==> config.mk <==
export PLATFORM = sky130hd
export DESIGN_NAME = hazard_scoreboard
export DESIGN_NICKNAME = d
export VERILOG_FILES = /design/src/rtl/hazard_scoreboard_pkg.sv /design/src/rtl/hazard_slot_cmp.sv /design/src/rtl/hazard_scoreboard.sv
export SDC_FILE = /design/constraint.sdc
export NUM_CORES = 1
export LEC_CHECK = 0
export ABC_AREA = 1
export ABC_CLOCK_PERIOD_IN_PS = 1300
export CORE_MARGIN = 2
export CORE_UTILIZATION = 47
export CTS_BUF_LIST = sky130_fd_sc_hd__clkbuf_4 sky130_fd_sc_hd__clkbuf_8
export DETAILED_ROUTE_END_ITERATION = 12
export PLACE_DENSITY = 0.83
export SYNTH_ARGS = -nofsm -noshare
export SYNTH_HDL_FRONTEND = slang
export SYNTH_SLANG_ARGS = --single-unit
==> constraint.sdc <==
create_clock -name clk -period 1.3 [get_ports clk]
set_input_delay 0.26 -clock clk [delete_from_list [all_inputs] [get_ports clk]]
set_output_delay 0.26 -clock clk [all_outputs]
set_load 0.01 [all_outputs]
==> src/rtl/hazard_scoreboard_pkg.sv <==
// Shared constants and the in-flight slot entry type for the hazard scoreboard.
package hazard_scoreboard_pkg;

   localparam int unsigned REG_DEPTH  = 4;
   localparam int unsigned WORD_WIDTH = 32;

   typedef struct packed {
      logic                 valid;
      logic [REG_DEPTH-1:0] dst;
      logic                 wb_en;
      logic                 is_load;
   } slot_t;

endpackage

==> src/rtl/hazard_slot_cmp.sv <==
// Single (source, slot) comparator: flags a pending write to the operand's register.
module hazard_slot_cmp #(
   parameter int unsigned REG_DEPTH = hazard_scoreboard_pkg::REG_DEPTH
) (
   input  logic                 valid,
   input  logic                 wb_en,
   input  logic [REG_DEPTH-1:0] dst,
   input  logic                 src_valid,
   input  logic [REG_DEPTH-1:0] src_addr,
   output logic                 match
);

   assign match = valid & wb_en & src_valid & (dst == src_addr);

endmodule

==> src/rtl/hazard_scoreboard.sv <==
// In-flight destination scoreboard producing stall and forwarding selects.
// Define FORWARDING_EN for forwarding with load-use stalls; otherwise any pending write stalls.
module hazard_scoreboard
   import hazard_scoreboard_pkg::*;
#(
   parameter  int unsigned REG_DEPTH  = hazard_scoreboard_pkg::REG_DEPTH,
   parameter  int unsigned PIPE_DEPTH = 2,
   parameter  int unsigned NUM_SRC    = 2,
   localparam int unsigned FWD_W      = $clog2(PIPE_DEPTH + 1)
) (
   input  logic                         clk,
   input  logic                         rst,
   input  logic                         issue_valid,
   input  logic                         issue_wb_en,
   input  logic                         issue_mem_read,
   input  logic [REG_DEPTH-1:0]         issue_dst,
   input  logic [NUM_SRC-1:0]           src_valid,
   input  logic [NUM_SRC*REG_DEPTH-1:0] src_addr,
   input  logic                         flush,
   output logic                         stall,
   output logic [NUM_SRC*FWD_W-1:0]     fwd_sel,
   output logic [15:0]                  stall_count
);

   slot_t                 slot_q [PIPE_DEPTH];
   slot_t                 issue_slot;
   logic [PIPE_DEPTH-1:0] hit [NUM_SRC];
   logic                  stall_raw;
   logic                  accept;
   logic [15:0]           count_q;

   for (genvar s = 0; s < NUM_SRC; s++) begin : g_src
      for (genvar k = 0; k < PIPE_DEPTH; k++) begin : g_slot
         hazard_slot_cmp #(.REG_DEPTH(REG_DEPTH)) u_cmp (
            .valid     (slot_q[k].valid),
            .wb_en     (slot_q[k].wb_en),
            .dst       (slot_q[k].dst),
            .src_valid (src_valid[s]),
            .src_addr  (src_addr[s*REG_DEPTH +: REG_DEPTH]),
            .match     (hit[s][k])
         );
      end
   end

   always_comb begin
      stall_raw = 1'b0;
      fwd_sel   = '0;
      for (int unsigned s = 0; s < NUM_SRC; s++) begin
         // Walk oldest to youngest so the youngest match is the one left standing.
         for (int unsigned k = PIPE_DEPTH; k > 0; k--) begin
            if (hit[s][k-1]) begin
`ifdef FORWARDING_EN
               fwd_sel[s*FWD_W +: FWD_W] = FWD_W'(k);
`else
               stall_raw = 1'b1;
`endif
            end
         end
`ifdef FORWARDING_EN
         if (hit[s][0] && slot_q[0].is_load) begin
            stall_raw = 1'b1;
         end
`endif
      end
      if (!issue_valid || !rst) begin
         stall_raw = 1'b0;
         fwd_sel   = '0;
      end
   end

   assign stall       = stall_raw & ~flush;
   assign accept      = issue_valid & ~stall & ~flush;
   assign stall_count = count_q;

   always_comb begin
      issue_slot = '0;
      if (accept) begin
         issue_slot.valid   = 1'b1;
         issue_slot.dst     = issue_dst;
         issue_slot.wb_en   = issue_wb_en;
         issue_slot.is_load = issue_mem_read;
      end
   end

   always_ff @(posedge clk or negedge rst) begin
      if (!rst) begin
         for (int unsigned k = 0; k < PIPE_DEPTH; k++) begin
            slot_q[k] <= '0;
         end
         count_q <= '0;
      end else begin
         slot_q[0] <= issue_slot;
         for (int unsigned k = 1; k < PIPE_DEPTH; k++) begin
            slot_q[k] <= slot_q[k-1];
         end
         if (stall && (count_q != '1)) begin
            count_q <= count_q + 16'd1;
         end
      end
   end

endmodule

# [Word-level counts from Yosys, hierarchy flattened]
# Index checks and enable logic that the tools add are counted.
[op_classes] add_sub_neg=1 n_eq_ne=5 n_mux=6 bitwise=15 reduce_logical=4
[ops] op="16-bit by 1-bit adder with 16-bit output (second input constant)" count=1
[ops] op="4-bit equality test" count=4
[ops] op="16-bit inequality test (second input constant)" count=1
[ops] op="1-bit bitwise AND" count=13
[ops] op="7-bit 2-to-1 mux" count=1
[ops] op="1-bit 2-to-1 mux" count=5
[ops] op="1-bit logical NOT" count=2
[ops] op="1-bit inverter" count=2
[ops] op="1-bit logical AND" count=1
[ops] op="1-bit logical OR" count=1
[totals] register_bits=28 inputBits=20 output_inout_bits=21 wordCells=38

# [Depth between registers and ports, before layout]
[depth] word_depth=13 ltp_mapped=12

# [Modules after synthesis]
# From an unflattened synthesis, not the netlist that was laid out.
[unflattened] cells_unflattened=281 area_unflattened_um2=1833.0
[modules_own_cells] mod="hazard_scoreboard" n_inst=1 cells_per_inst=181 area_each_um2=1412.6 seq_area_each_um2=700.7
[modules_own_cells] mod="hazard_slot_cmp" n_inst=4 cells_per_inst=25 area_each_um2=105.1 seq_area_each_um2=0.0

# [Least setup slack after synthesis]
# Ideal clock, no wire load.
[synth_path] path_kind="flip-flop to flip-flop" from="register count_q[0] (netlist: stall_count[0])" to="register count_q[6] (netlist: stall_count[6])" setup_time_ns=0.117 arrival_ns=1.362 required_time_ns=1.183 path_slack_ns=-0.179 stages_incl_launch_ff=8 synth_period_minus_slack_ns=1.479 path_cell_list="dfrtp_1 -> ha_1 -> nand3_2 -> nor2_8 -> nand4_4 -> and2_4 -> nand4_1 -> nand2_1"
[synth_between] elab_chain_cells=2 elab_cells_between_ends=3 classes_between="1 x add/sub; 1 x eq/ne; 1 x reduce/logical"
[synth_rtl] item="from (decl)" line="hazard_scoreboard.sv:30" text="logic [15:0] count_q;"
[synth_rtl] item="from (signal assigned)" line="hazard_scoreboard.sv:97" text="count_q <= count_q + 16'd1;"
[synth_rtl] item="parallel branches: the longest is 2 deep, another holds 16-bit by 1-bit adder with 16-bit output"
# Several ways; the timed one is not identified.
# A chain may end at the register's enable or synchronous reset.

# [Worst setup path in the final report]
[layout_path] from="register slot_q[12] (netlist name)" to="output port stall"
[layout_between] elab_chain_cells=7 elab_cells_between_ends=9 classes_between="2 x eq/ne; 4 x mux; 3 x bitwise"
[layout_rtl] item="from (decl)" line="hazard_scoreboard.sv:25" text="slot_t slot_q [PIPE_DEPTH];"
[layout_rtl] item="from (signal, indexed assignment)" line="hazard_scoreboard.sv:94" text="slot_q[k] <= slot_q[k-1];"
[layout_rtl] item="4-bit equality test" line="hazard_slot_cmp.sv:13" text="assign match = valid & wb_en & src_valid & (dst == src_addr);"
[layout_rtl] item="1-bit bitwise AND" line="hazard_slot_cmp.sv:13"
[layout_rtl] item="1-bit 2-to-1 mux (2 in a row)" line="hazard_scoreboard.sv:51" text="if (hit[s][k-1]) begin"
[layout_rtl] item="1-bit 2-to-1 mux (*)" line="hazard_scoreboard.sv:51"
[layout_rtl] item="1-bit 2-to-1 mux (*)" line="hazard_scoreboard.sv:65" text="if (!issue_valid || !rst) begin"
[layout_rtl] item="1-bit bitwise AND (*)" line="hazard_scoreboard.sv:71" text="assign stall = stall_raw & ~flush;"
[layout_rtl] item="to (decl)" line="hazard_scoreboard.sv:20" text="output logic stall,"
# Mark *: on every way between the ends. The rest lies on a longest branch, timed or not.

==> qor.txt <==
Starting DRT DRC Count -> 180
Worst R2R Start -> slot_q[12]$_DFF_PN0_
Net Sw Frac -> 0.2411
Placed cell count -> 371
Layout cells sized above 1 -> 0.3718
Lkg Pwr -> 1.536 nW
Area of the core -> 3943 µm²
First-pass GRT wire length -> 8252 µm
Drt total wl -> 5492 µm
Final std cells w/o fill -> 397
Placer congestion estimate -> 0.8915
Clock root cell -> clkbuf_8
Drt wl/cell -> 13.83 µm
Vias per inst -> 5.045
Distinct cell type count of the synthesized netlist -> 26
Clock Latency Late Sink -> 280 ps
Post-Synthesis Cells -> 267
Ys Warns -> 0
Grt ovf -> 0
HPWL after DPL -> 3123 µm
Clk pwr share -> 0.390
Storage cell area -> 701.9 µm²
IO Pins -> 41
CP Buf/Inv Count -> 2
Die ar. -> 4577 µm²
Synth Register Bits -> 28
Psw -> 0.4429 mW
Final worst setup slack -> -519.1 ps
RSZ-0062 raised after global routing -> true
Die Wd -> 67.66 µm
Worst slack, placed -> -878.0 ps
Power Dens Cells -> 634.0 nW/µm²
Final setup violation count -> 23
CP Data Arrival Time -> 1560 ps
Most frequent cells in the layout -> nand2_1, inv_1, buf_4
GR Util All Layers -> 0.2396
Critical path start-end classification -> reg -> out
Hold_ws -> 401.8 ps
Critical path cell sequence -> inv_2, nand2_2, nand2_2, nor2_2, nand3_1, nand2_2, o21a_1, buf_2
Number of global-route vias before repair -> 1868
Setup TNS -> -9699 ps
Drt drc -> 0
Slowest stage cell, crit path -> dfrtp_1
Clk_skew -> 1.638 ps
Status -> finished, violations left
Worst hold-check path type -> in -> async
Final Slew Violations -> 0
Max Fclk -> 549.7 MHz
# diodes -> 0
Area Growth Syn to Fin -> 52.17%
Clk buf depth -> 2
Top delay family on crit path -> flip-flops
Fin crit share -> 1.399
Worst VDD drop -> 0.4911 mV
Worst setup SP type -> register
Mean Syn Cell Area -> 7.132 µm²
CTS H-tree lvls -> 1
TritonCTS Buffers -> 3
Failing checks -> setup timing
Final net count -> 369
Final hold vios -> 0
Comb power frac -> 0.119
Crit-path most repeated cell -> nand2_2
Area of the multi-input gates -> 1105 µm²
Detail Route Antenna Nets -> 0
Largest stage delay on the critical path -> 450 ps
Largest net degree at the start of global routing -> 32
Req. time, crit path -> 1040 ps
TritonRoute pass-1 iters -> 4
Via Count -> 2003
Worst setup EP type -> output port
Tmin final -> 1819 ps
Critical Path Start -> slot_q[12]$_DFF_PN0_
Initial antenna violation count -> 0
P_int -> 1.394 mW
TritonCTS clock tree -> yes
FP Rows -> 23
Die Ht -> 67.66 µm
Flop-to-flop setup slack -> -460 ps
Clk slew on worst S/H paths -> 100 ps
Top fanout value on the critical path -> 4
FILL cells -> 264
Register area share after synthesis -> 0.3679
Max cap viols -> 0
Flop pwr share -> 0.492
Starting Density -> 0.4830
Post-Syn Area -> 1904 µm²
I/O Buffers -> 35
Most common cell after layout, fill and taps aside -> nand2_1
Total power -> 1.837 mW
CTS Sinks -> 28
path summary, 6_finish.rpt:
path,end,cells after the start
max,stall,8
min,slot_q[11]$_DFF_PN0_,2
max reg2reg,stall_count[9]$_DFFE_PN0P_,14
min reg2reg,slot_q[6]$_DFF_PN0_,0
max in group asynchronous,stall_count[2]$_DFFE_PN0P_,2
min in group clk,slot_q[6]$_DFF_PN0_,0
registers in the layout (all words and copies together), names as in the netlist:
signal / count
stall_count: 16
slot_q: 12
metal layers:
metal,GRT usage,share of wire,up-vias
li1,-,-,978
met1,0.3150,0.43,950
met2,0.3909,0.49,56
met3,0.03833,0.047,19
met4,0.09694,0.028,0
met5,0,0,-
power by group through the flow:
stage / clock network, mW / registers (mW) / logic (mW)
3_3_place_gp: 0 / 0.918 / 0.182
6_report: 0.716 / 0.903 / 0.218
4_1_cts: 0.715 / 0.901 / 0.190
3_5_place_dp: 0 / 0.919 / 0.186
5_1_grt: 0.750 / 0.906 / 0.241
2_1_floorplan: 0 / 0.916 / 0.0908
metrics by stage:
step / area, µm² / utilization
after floorplan: 1938 / -
after global placement: 2484 / 0.6300
after detailed placement: 2484 / 0.6300
after CTS: 2735 / 0.6937
after global routing: 2898 / 0.7350
final: 2898 / 0.7350
cell families after synthesis:
group,Yosys count,synth area share
compound gates,3,0.009195
xor+xnor,4,0.01839
fa+ha+maj,1,0.006569
buf+inv,61,0.1478
flops,28,0.3679
other cells,1,0.001969
simple gates,169,0.4481
cell type report:
class,instances,area share
Clock buffer,3,0.01425
Clock inverter,1,0.01036
Sequential cell,28,0.2422
Tap cell,50,0.02159
Multi-Input combinational cell,181,0.3813
Timing Repair Buffer,83,0.2617
Inverter,51,0.06865
what timing repair did:
action                                  CTS  global route
resized for setup                        59            49
setup buffers                            13            10
hold buffers                              0             0
hold endpoints to repair                  0             0
pin swaps                                20            26
endpoints found under the setup margin   39            29
gates cloned                              2             0
synth_stat cells:
master   count  area share
buf_4        5       0.020
nand4_4      2       0.022
nor2_1      26       0.051
nand3_4      1      0.0092
o21a_1       1      0.0039
o21ai_0      1      0.0026
dfrtp_1     28        0.37
a21oi_1      1      0.0026
xnor2_1      4       0.018
buf_12       1       0.011
nand2_2      1      0.0033
ha_1         1      0.0066
conb_1       1      0.0020
nand4_1     15       0.049
nand2_1     90        0.18
buf_6        2       0.012
nor2_4       2       0.012
and2_4       1      0.0046
nand3_2     10       0.053
nor2_8       1       0.011
inv_1       46       0.091
nor3_1       2      0.0053
nand3_1     17       0.045
nand2_4      1      0.0059
buf_2        2      0.0053
inv_2        5      0.0099
No activity file was read; power rests on OpenSTA's default activity.
